$ cat config.mk
export PLATFORM = sky130hd
export DESIGN_NAME = mc_control
export DESIGN_NICKNAME = d
export VERILOG_FILES = /design/src/rtl/mc_pkg.sv /design/src/rtl/mc_control.sv
export SDC_FILE = /design/constraint.sdc
export NUM_CORES = 1
export LEC_CHECK = 0
export ABC_AREA = 0
export BUFFER_PORTS_ARGS = -buffer_cell sky130_fd_sc_hd__buf_2
export CELL_PAD_IN_SITES_DETAIL_PLACEMENT = 0
export CELL_PAD_IN_SITES_GLOBAL_PLACEMENT = 1
export CORE_AREA = 2 2 84 119
export CTS_CLUSTER_DIAMETER = 30
export DETAILED_ROUTE_END_ITERATION = 7
export DIE_AREA = 0 0 86 121
export PLACE_DENSITY = 0.9
export SKIP_CTS_REPAIR_TIMING = 1
export SYNTH_ARGS = -nofsm -noshare
export SYNTH_HDL_FRONTEND = slang
export SYNTH_SLANG_ARGS = --single-unit
export TNS_END_PERCENT = 50
$ cat constraint.sdc
create_clock -name clk -period 2.6 [get_ports clk]
set_clock_uncertainty 0.05 [all_clocks]
set_input_delay 0.26 -clock clk [delete_from_list [all_inputs] [get_ports clk]]
set_output_delay 0.26 -clock clk [all_outputs]
set_load 0.01 [all_outputs]
$ cat src/rtl/mc_pkg.sv
// Shared definitions for the multi-cycle RV64 main controller.
//   state_t   : controller states
//   OPC_*     : 5-bit major opcodes (inst[6:2]) understood by the controller
//   ALU_*     : alu_op encodings driven towards the ALU control
package mc_pkg;

  typedef enum logic [2:0] {
    FETCH  = 3'd0,
    DECODE = 3'd1,
    EXEC   = 3'd2,
    MEM    = 3'd3,
    WB     = 3'd4,
    TRAP   = 3'd5
  } state_t;

  localparam logic [4:0] OPC_LOAD   = 5'b00000;
  localparam logic [4:0] OPC_STORE  = 5'b01000;
  localparam logic [4:0] OPC_BRANCH = 5'b11000;
  localparam logic [4:0] OPC_OPIMM  = 5'b00100;
  localparam logic [4:0] OPC_OP     = 5'b01100;

  localparam logic [1:0] ALU_ADD   = 2'b00;
  localparam logic [1:0] ALU_BRCMP = 2'b01;
  localparam logic [1:0] ALU_FUNCT = 2'b10;

endpackage

$ cat src/rtl/mc_control.sv
// Multi-cycle main controller for the RV64 integer datapath.
// Sequences FETCH/DECODE/EXEC/MEM/WB for LOAD, STORE, BRANCH, OP-IMM and OP.
//
// Configuration macro: MC_CTRL_TRAP_EN
//   defined   : unsupported opcode enters TRAP and sets the sticky trap flag
//   undefined : unsupported opcode retires as a NOP, trap tied to 0
//
// Ports:
//   clk, rst_n            clock, asynchronous active-low reset
//   inst                  current IR contents (opcode decoded from inst[6:2])
//   imem_req/imem_ready   instruction fetch handshake
//   dmem_req/dmem_we/dmem_ready  data access handshake (we: 1 = store)
//   br_taken              branch compare result, sampled in EXEC
//   ir_we, pc_we, pc_sel  IR / PC update controls (pc_sel 1 = branch target)
//   rf_we, wb_sel         register write enable, write-back source (1 = load)
//   alu_src_imm, alu_op   ALU operand B select and operation class
//   instret               retired-instruction counter (wraps)
//   trap                  illegal-instruction flag
module mc_control
  import mc_pkg::*;
#(
  parameter int unsigned INSTRET_W = 64
) (
  input  logic                 clk,
  input  logic                 rst_n,
  input  logic [31:0]          inst,
  output logic                 imem_req,
  input  logic                 imem_ready,
  output logic                 dmem_req,
  output logic                 dmem_we,
  input  logic                 dmem_ready,
  input  logic                 br_taken,
  output logic                 ir_we,
  output logic                 pc_we,
  output logic                 pc_sel,
  output logic                 rf_we,
  output logic                 alu_src_imm,
  output logic [1:0]           alu_op,
  output logic                 wb_sel,
  output logic [INSTRET_W-1:0] instret,
  output logic                 trap
);

  state_t     state, state_next;
  logic       retire;
  logic [4:0] opc;
  logic       unused_inst;

  assign opc         = inst[6:2];
  assign unused_inst = ^{inst[31:7], inst[1:0]};

`ifdef MC_CTRL_TRAP_EN
  logic trap_set;
  logic trap_q;
`endif

  always_ff @(posedge clk or negedge rst_n) begin
    if (!rst_n) begin
      state   <= FETCH;
      instret <= '0;
    end else begin
      state <= state_next;
      if (retire) instret <= instret + INSTRET_W'(1);
    end
  end

  always_comb begin
    state_next  = state;
    retire      = 1'b0;
    imem_req    = 1'b0;
    dmem_req    = 1'b0;
    dmem_we     = 1'b0;
    ir_we       = 1'b0;
    pc_we       = 1'b0;
    pc_sel      = 1'b0;
    rf_we       = 1'b0;
    alu_src_imm = 1'b0;
    alu_op      = ALU_ADD;
    wb_sel      = 1'b0;
`ifdef MC_CTRL_TRAP_EN
    trap_set    = 1'b0;
`endif
    case (state)
      FETCH: begin
        imem_req = 1'b1;
        if (imem_ready) begin
          ir_we      = 1'b1;
          pc_we      = 1'b1;
          state_next = DECODE;
        end
      end
      DECODE: state_next = EXEC;
      EXEC: begin
        case (opc)
          OPC_OPIMM: begin
            alu_src_imm = 1'b1;
            alu_op      = ALU_FUNCT;
            state_next  = WB;
          end
          OPC_OP: begin
            alu_op     = ALU_FUNCT;
            state_next = WB;
          end
          OPC_LOAD, OPC_STORE: begin
            alu_src_imm = 1'b1;
            state_next  = MEM;
          end
          OPC_BRANCH: begin
            alu_op     = ALU_BRCMP;
            pc_we      = br_taken;
            pc_sel     = br_taken;
            retire     = 1'b1;
            state_next = FETCH;
          end
          default: begin
`ifdef MC_CTRL_TRAP_EN
            trap_set   = 1'b1;
            state_next = TRAP;
`else
            retire     = 1'b1;
            state_next = FETCH;
`endif
          end
        endcase
      end
      MEM: begin
        dmem_req = 1'b1;
        dmem_we  = (opc == OPC_STORE);
        if (dmem_ready) begin
          if (opc == OPC_STORE) begin
            retire     = 1'b1;
            state_next = FETCH;
          end else begin
            state_next = WB;
          end
        end
      end
      WB: begin
        rf_we      = 1'b1;
        wb_sel     = (opc == OPC_LOAD);
        retire     = 1'b1;
        state_next = FETCH;
      end
      TRAP: state_next = TRAP;
      default: state_next = FETCH;
    endcase

    // The register already sits in FETCH during reset; gating here keeps the
    // outputs quiet until rst_n is released.
    if (!rst_n) begin
      imem_req    = 1'b0;
      dmem_req    = 1'b0;
      dmem_we     = 1'b0;
      ir_we       = 1'b0;
      pc_we       = 1'b0;
      pc_sel      = 1'b0;
      rf_we       = 1'b0;
      alu_src_imm = 1'b0;
      alu_op      = ALU_ADD;
      wb_sel      = 1'b0;
    end
  end

`ifdef MC_CTRL_TRAP_EN
  always_ff @(posedge clk or negedge rst_n) begin
    if (!rst_n)        trap_q <= 1'b0;
    else if (trap_set) trap_q <= 1'b1;
  end
  assign trap = trap_q;
`else
  assign trap = 1'b0;
`endif

endmodule

Word-level counts from Yosys, hierarchy flattened
Index checks and enable logic that the tools add are counted.
{ "op_classes": {"add_sub_neg": 1, "n_mul": 0, "n_div": 0, "magnitude_cmp": 0, "n_eq_ne": 11, "shifts": 0, "n_mux": 33, "bitwise": 0, "reduce_logical": 7} }
{ "op_table": {"columns": ["operator", "count"], "rows": [
  ["adder 64 x 1 -> 64 bit (second input constant)", 1],
  ["2-to-1 mux 1 bit", 23],
  ["one-hot mux 3 bit (5 select lines)", 1],
  ["equality test 5 x 4 -> 1 bit (second input constant)", 2],
  ["2-to-1 mux 3 bit", 3],
  ["equality test 3 x 2 -> 1 bit (second input constant)", 2],
  ["equality test 3 bit (second input constant)", 2],
  ["one-hot mux 3 bit (2 select lines)", 1],
  ["equality test 5 x 3 -> 1 bit (second input constant)", 1],
  ["equality test 5 bit (second input constant)", 1],
  ["zero test 5 bit", 1],
  ["2-to-1 mux 2 bit", 2],
  ["!= test 2 bit (second input constant)", 2],
  ["one-hot mux 2 bit (2 select lines)", 1],
  ["OR reduction 2 bit", 2],
  ["OR reduction 4 bit", 1],
  ["equality test 3 x 1 -> 1 bit (second input constant)", 1],
  ["zero test 3 bit", 1],
  ["one-hot mux 1 bit (3 select lines)", 1],
  ["OR reduction 3 bit", 1],
  ["one-hot mux 1 bit (2 select lines)", 1],
  ["AND reduction 2 bit", 1]
]} }
{ "word_totals": {"register_bits": 67, "latch_bits": 0, "ramBits": 0, "romBits": 0, "in_bits": 37, "mem_count": 0} }

Depth between registers and ports, before layout
{ "logic_depth": {"depth_word": 5, "depth_mapped": 7, "ltp_nobuf": 6} }

Worst setup path after synthesis
Ideal clock, no wire load.
{ "synth_timing": {"path_type": "register to register", "start": "register instret[2]", "end": "register instret[53]", "setup_ns": 0.079, "t_arrival_ns": 2.055, "path_slack_ns": 0.415, "stages_incl_launch_ff": 7, "path_buffers": 1, "path_cell_list": "dfrtp_1 nand4_1 nor4_1 o2111ai_4 buf_6 nor3_2 xor2_1"} }
{ "synth_between": {"elab_chain_cells": 1} }
{ "synth_lines": {"columns": ["item", "line_no", "rtl"], "rows": [
  ["start: declaration", "mc_control.sv:40", "output logic [INSTRET_W-1:0] instret,"],
  ["start signal: assignment", "mc_control.sv:63", "if (retire) instret <= instret + INSTRET_W'(1);"],
  ["adder 64 x 1 -> 64 bit", "mc_control.sv:63", null]
]} }
No other way between the ends.
A chain may end at the register's enable or synchronous reset.

Final worst setup path
{ "layout_timing": {"start": "register state[0]", "end": "output alu_src_imm"} }
{ "layout_between": {"elab_chain_cells": 3} }
{ "layout_lines": {"columns": ["item", "line_no", "rtl"], "rows": [
  ["start: declaration", "mc_control.sv:44", "state_t state, state_next;"],
  ["start signal: assignment", "mc_control.sv:62", "state <= state_next;"],
  ["equality test 3 x 2 -> 1 bit", "mc_control.sv:83", "case (state)"],
  ["2-to-1 mux 1 bit", "mc_control.sv:83", null],
  ["2-to-1 mux 1 bit", "mc_control.sv:150", "if (!rst_n) begin"],
  ["end: declaration", "mc_control.sv:37", "output logic alu_src_imm,"]
]} }
No other way between the ends.

==> summary.md <==
| Metric | Value |
|---|---|
| Status | finished clean |
| Worst r2r src | state[1] |
| Die area | 10,400 um2 |
| CP max stage delay | 0.58 ns |
| First-pass GRT wire length | 14,900 um |
| Tmin final | 2.46 ns |
| Worst-Margin Slew | 0.562 ns |
| Hold crit path type | input port to flop |
| Clock buffer depth | 2 |
| Worst-skew pair later-pin latency | 0.34 ns |
| Die height | 121 um |
| Syn avg cell area | 10.0 um2 |
| Yosys cell types | 45 |
| Global-route total usage across every layer | 18.3% |
| EDFF count, synth | 0 |
| DR vias | 2,972 |
| Critical-path maximum fanout | 16 |
| Final Hold Fails | 0 |
| Max Slew Vio Count | 0 |
| CTS tree | built |
| Fmax achieved | 406 MHz |
| Synth Net Count | between 300 and 400 |
| Antenna violations before repair | 0 |
| Critical Path Slowest Stage Cell | or3b_2 |
| CTS H-tree lvls | 3 |
| Final Routed Wirelength | 8850 um |
| Post-DP HPWL | 6570 um |
| Register area share after synthesis | 48.1% |
| Register bit total from synthesis | 67 |
| Initial Util | between 30% and 40% |
| Max_cap viols | 0 |
| Fillcell total | 891 |
| DP Area | 4070 um2 |
| Post-DRT Antenna Nets | 0 |
| First-pass iteration count of the detailed router | 4 |
| Post-route cell area | 4390 um2 |
| Hold_sp | dmem_ready |
| Async SR Flop Fraction | 100% |
| WL met2 | 4600 um |
| Routed wl met3 | 424 um |
| Critical path launch point type | flop |
| Post-synthesis cell area | 3480 um2 |
| Largest net degree at the start of global routing | 42 |
| Pwr dens | 688 nW/um2 |
| Number of port buffers | 84 |
| # IOs | 113 |
| Crit-path cells | or3b_2 -> or2_2 -> a211oi_1 -> buf_2 |
| Setup repair after global routing missed its margin | no |
| Endpoints failing setup | 0 |
| CP Class | flop to primary output |
| Arr. time, crit path | approximately 2.2 ns |
| Max_slew headroom | 62.5% |
| Initial DRC Count | between 80 and 90 |
| Crit share post-route | 94.8% |
| Layout Nets | between 400 and 500 |
| Crit path capture type | primary output |
| Die X | roughly 86 um |
| Synth Instances | 348 |
| CTS root buf | clkbuf_16 |
| Num rows | 42 |
| Ys flop type | dfrtp_1 |
| Max Used Layer | met4 |
| Final estimated routing congestion in global placement | 0.858 |
| Area grow syn2layout | 26.1% |
| Required time of the critical path | between 2 and 2.5 ns |
| Critical Path Start | state[0] |
| Vias in the first global route | 3,000 |
| CTS buffer count | 9 |
| Num Clock Sinks | 67 |
| GRT overflow | 0 |
| Routed WL per cell | 15.9 um |
| Clk slew on worst S/H paths | around 0.050 ns |
| Diode count | 0 |
| Setup tns final | 0 ns |
| Met1 wire length | 3630 um |
| Yosys warns | 0 |
| Fraction of layout cells with a size suffix above 1 | 29.0% |
| Peak supply drop | between 0.3 and 0.4 mV |
| DRC viols | 0 |
| Vias per cell | 5.33 |
| Leak pwr | approximately 2.0 nW |
| Area of the core | between 9000 and 10,000 um2 |
==> worst paths after layout <==
path                                to  slack, ns  depth (start not counted)
max                        alu_src_imm       0.14                          4
min                           state[1]       0.13                          2
max reg2reg                instret[29]       0.30                          7
min reg2reg                instret[63]       0.41                          1
max in group asynchronous   instret[8]       1.16                          4
min in group asynchronous  instret[62]       0.47                          3
==> cell usage after synthesis (all sizes together) (2+ instances only) <==
library cell  instances  area [um2]
dfrtp                67        1680
xor2                 47         412
nor2                 32         120
nor3                 32         185
nand2                28         105
nand3                28         140
nand4                17         106
xnor2                17         149
nor4                 14         115
inv                   9        33.8
clkbuf                7        26.3
buf                   5        36.3
nor4b                 4        41.3
o21ai                 4        23.8
or2                   4        25.0
a211oi                3        22.5
a21oi                 3        15.0
and4                  3        26.3
o2111ai               3        43.8
and3                  2        12.5
nor2b                 2        12.5
nor3b                 2        20.0
o31ai                 2        15.0
==> report_power, final <==
group / switching (mW) / internal, mW
Sequential: 0.150 / 1.12
Combinational: 0.271 / 0.209
Clock: 0.426 / 0.841
Total: 0.848 / 2.17
==> stage by stage <==
stage | power [mW] | utilization (%) | instances | hold WS, ns | setup WS, ns
after floorplan | 1.59 | - | 348 | -0.0856 | 0.415
after global placement | 1.76 | 43.7 | 542 | 0.296 | 0.207
after detailed placement | 1.78 | 43.7 | 542 | 0.303 | 0.210
after CTS | 3.06 | 47.1 | 557 | -0.0468 | 0.132
after global routing | 3.18 | 47.2 | 558 | 0.146 | 0.0269
final | 3.02 | 47.2 | 558 | 0.131 | 0.136
==> critical path, delay by kind of cell (launching register included) <==
family,cells,cell delay [ns]
AOI/OAI and AO/OA,1,0.20
DFF,1,0.53
buffers and inverters,1,0.16
and+or+nand+nor,2,0.92
==> cells in the final DEF, fill, tap and decap left out, drive strengths merged, types with 2 or more instances in the layout <==
cell     instances
a211oi           3
a21oi            3
and3             2
and4             3
buf             96
clkbuf          14
dfrtp           67
inv              9
nand2           28
nand3           28
nand4           17
nor2            32
nor2b            2
nor3            32
nor3b            2
nor4            14
nor4b            4
o2111ai          3
o21ai            4
o31ai            2
or2              4
xnor2           17
xor2            47
==> cells by family after synthesis <==
kind of cell | Yosys count | share of synthesized area [%]
other | 1 | 0.108
muxes | 1 | 0.323
adders and majority gates | 1 | 0.359
DFF | 67 | 48.1
buffers and inverters | 21 | 2.77
and+or+nand+nor | 176 | 28.2
AOI/OAI and AO/OA | 17 | 3.99
xor gates and xnor gates | 64 | 16.1
==> layout make-up <==
class                   instances  area (um2)  area share [%]
clock inverters                 1        30.0           0.684
repair buffers                 97         520            11.8
clock buffers                  14         284            6.47
multi-input cells             260        1710            38.9
flip-flops and latches         67        1680            38.2
well taps                     110         138            3.13
inverters                       9        33.8           0.769
==> flip-flops by register name, summed over array words and instances (netlist names) <==
name,cells
state,3
instret,64
==> per-layer routing <==
| layer | global-route usage [%] | up-vias |
|---|---|---|
| li1 | - | 1415 |
| met1 | 21.9 | 1458 |
| met2 | 31.7 | 85 |
| met3 | 3.13 | 14 |
| met4 | 8.53 | 0 |
| met5 | 0 | - |
No activity file was read; power rests on OpenSTA's default activity.
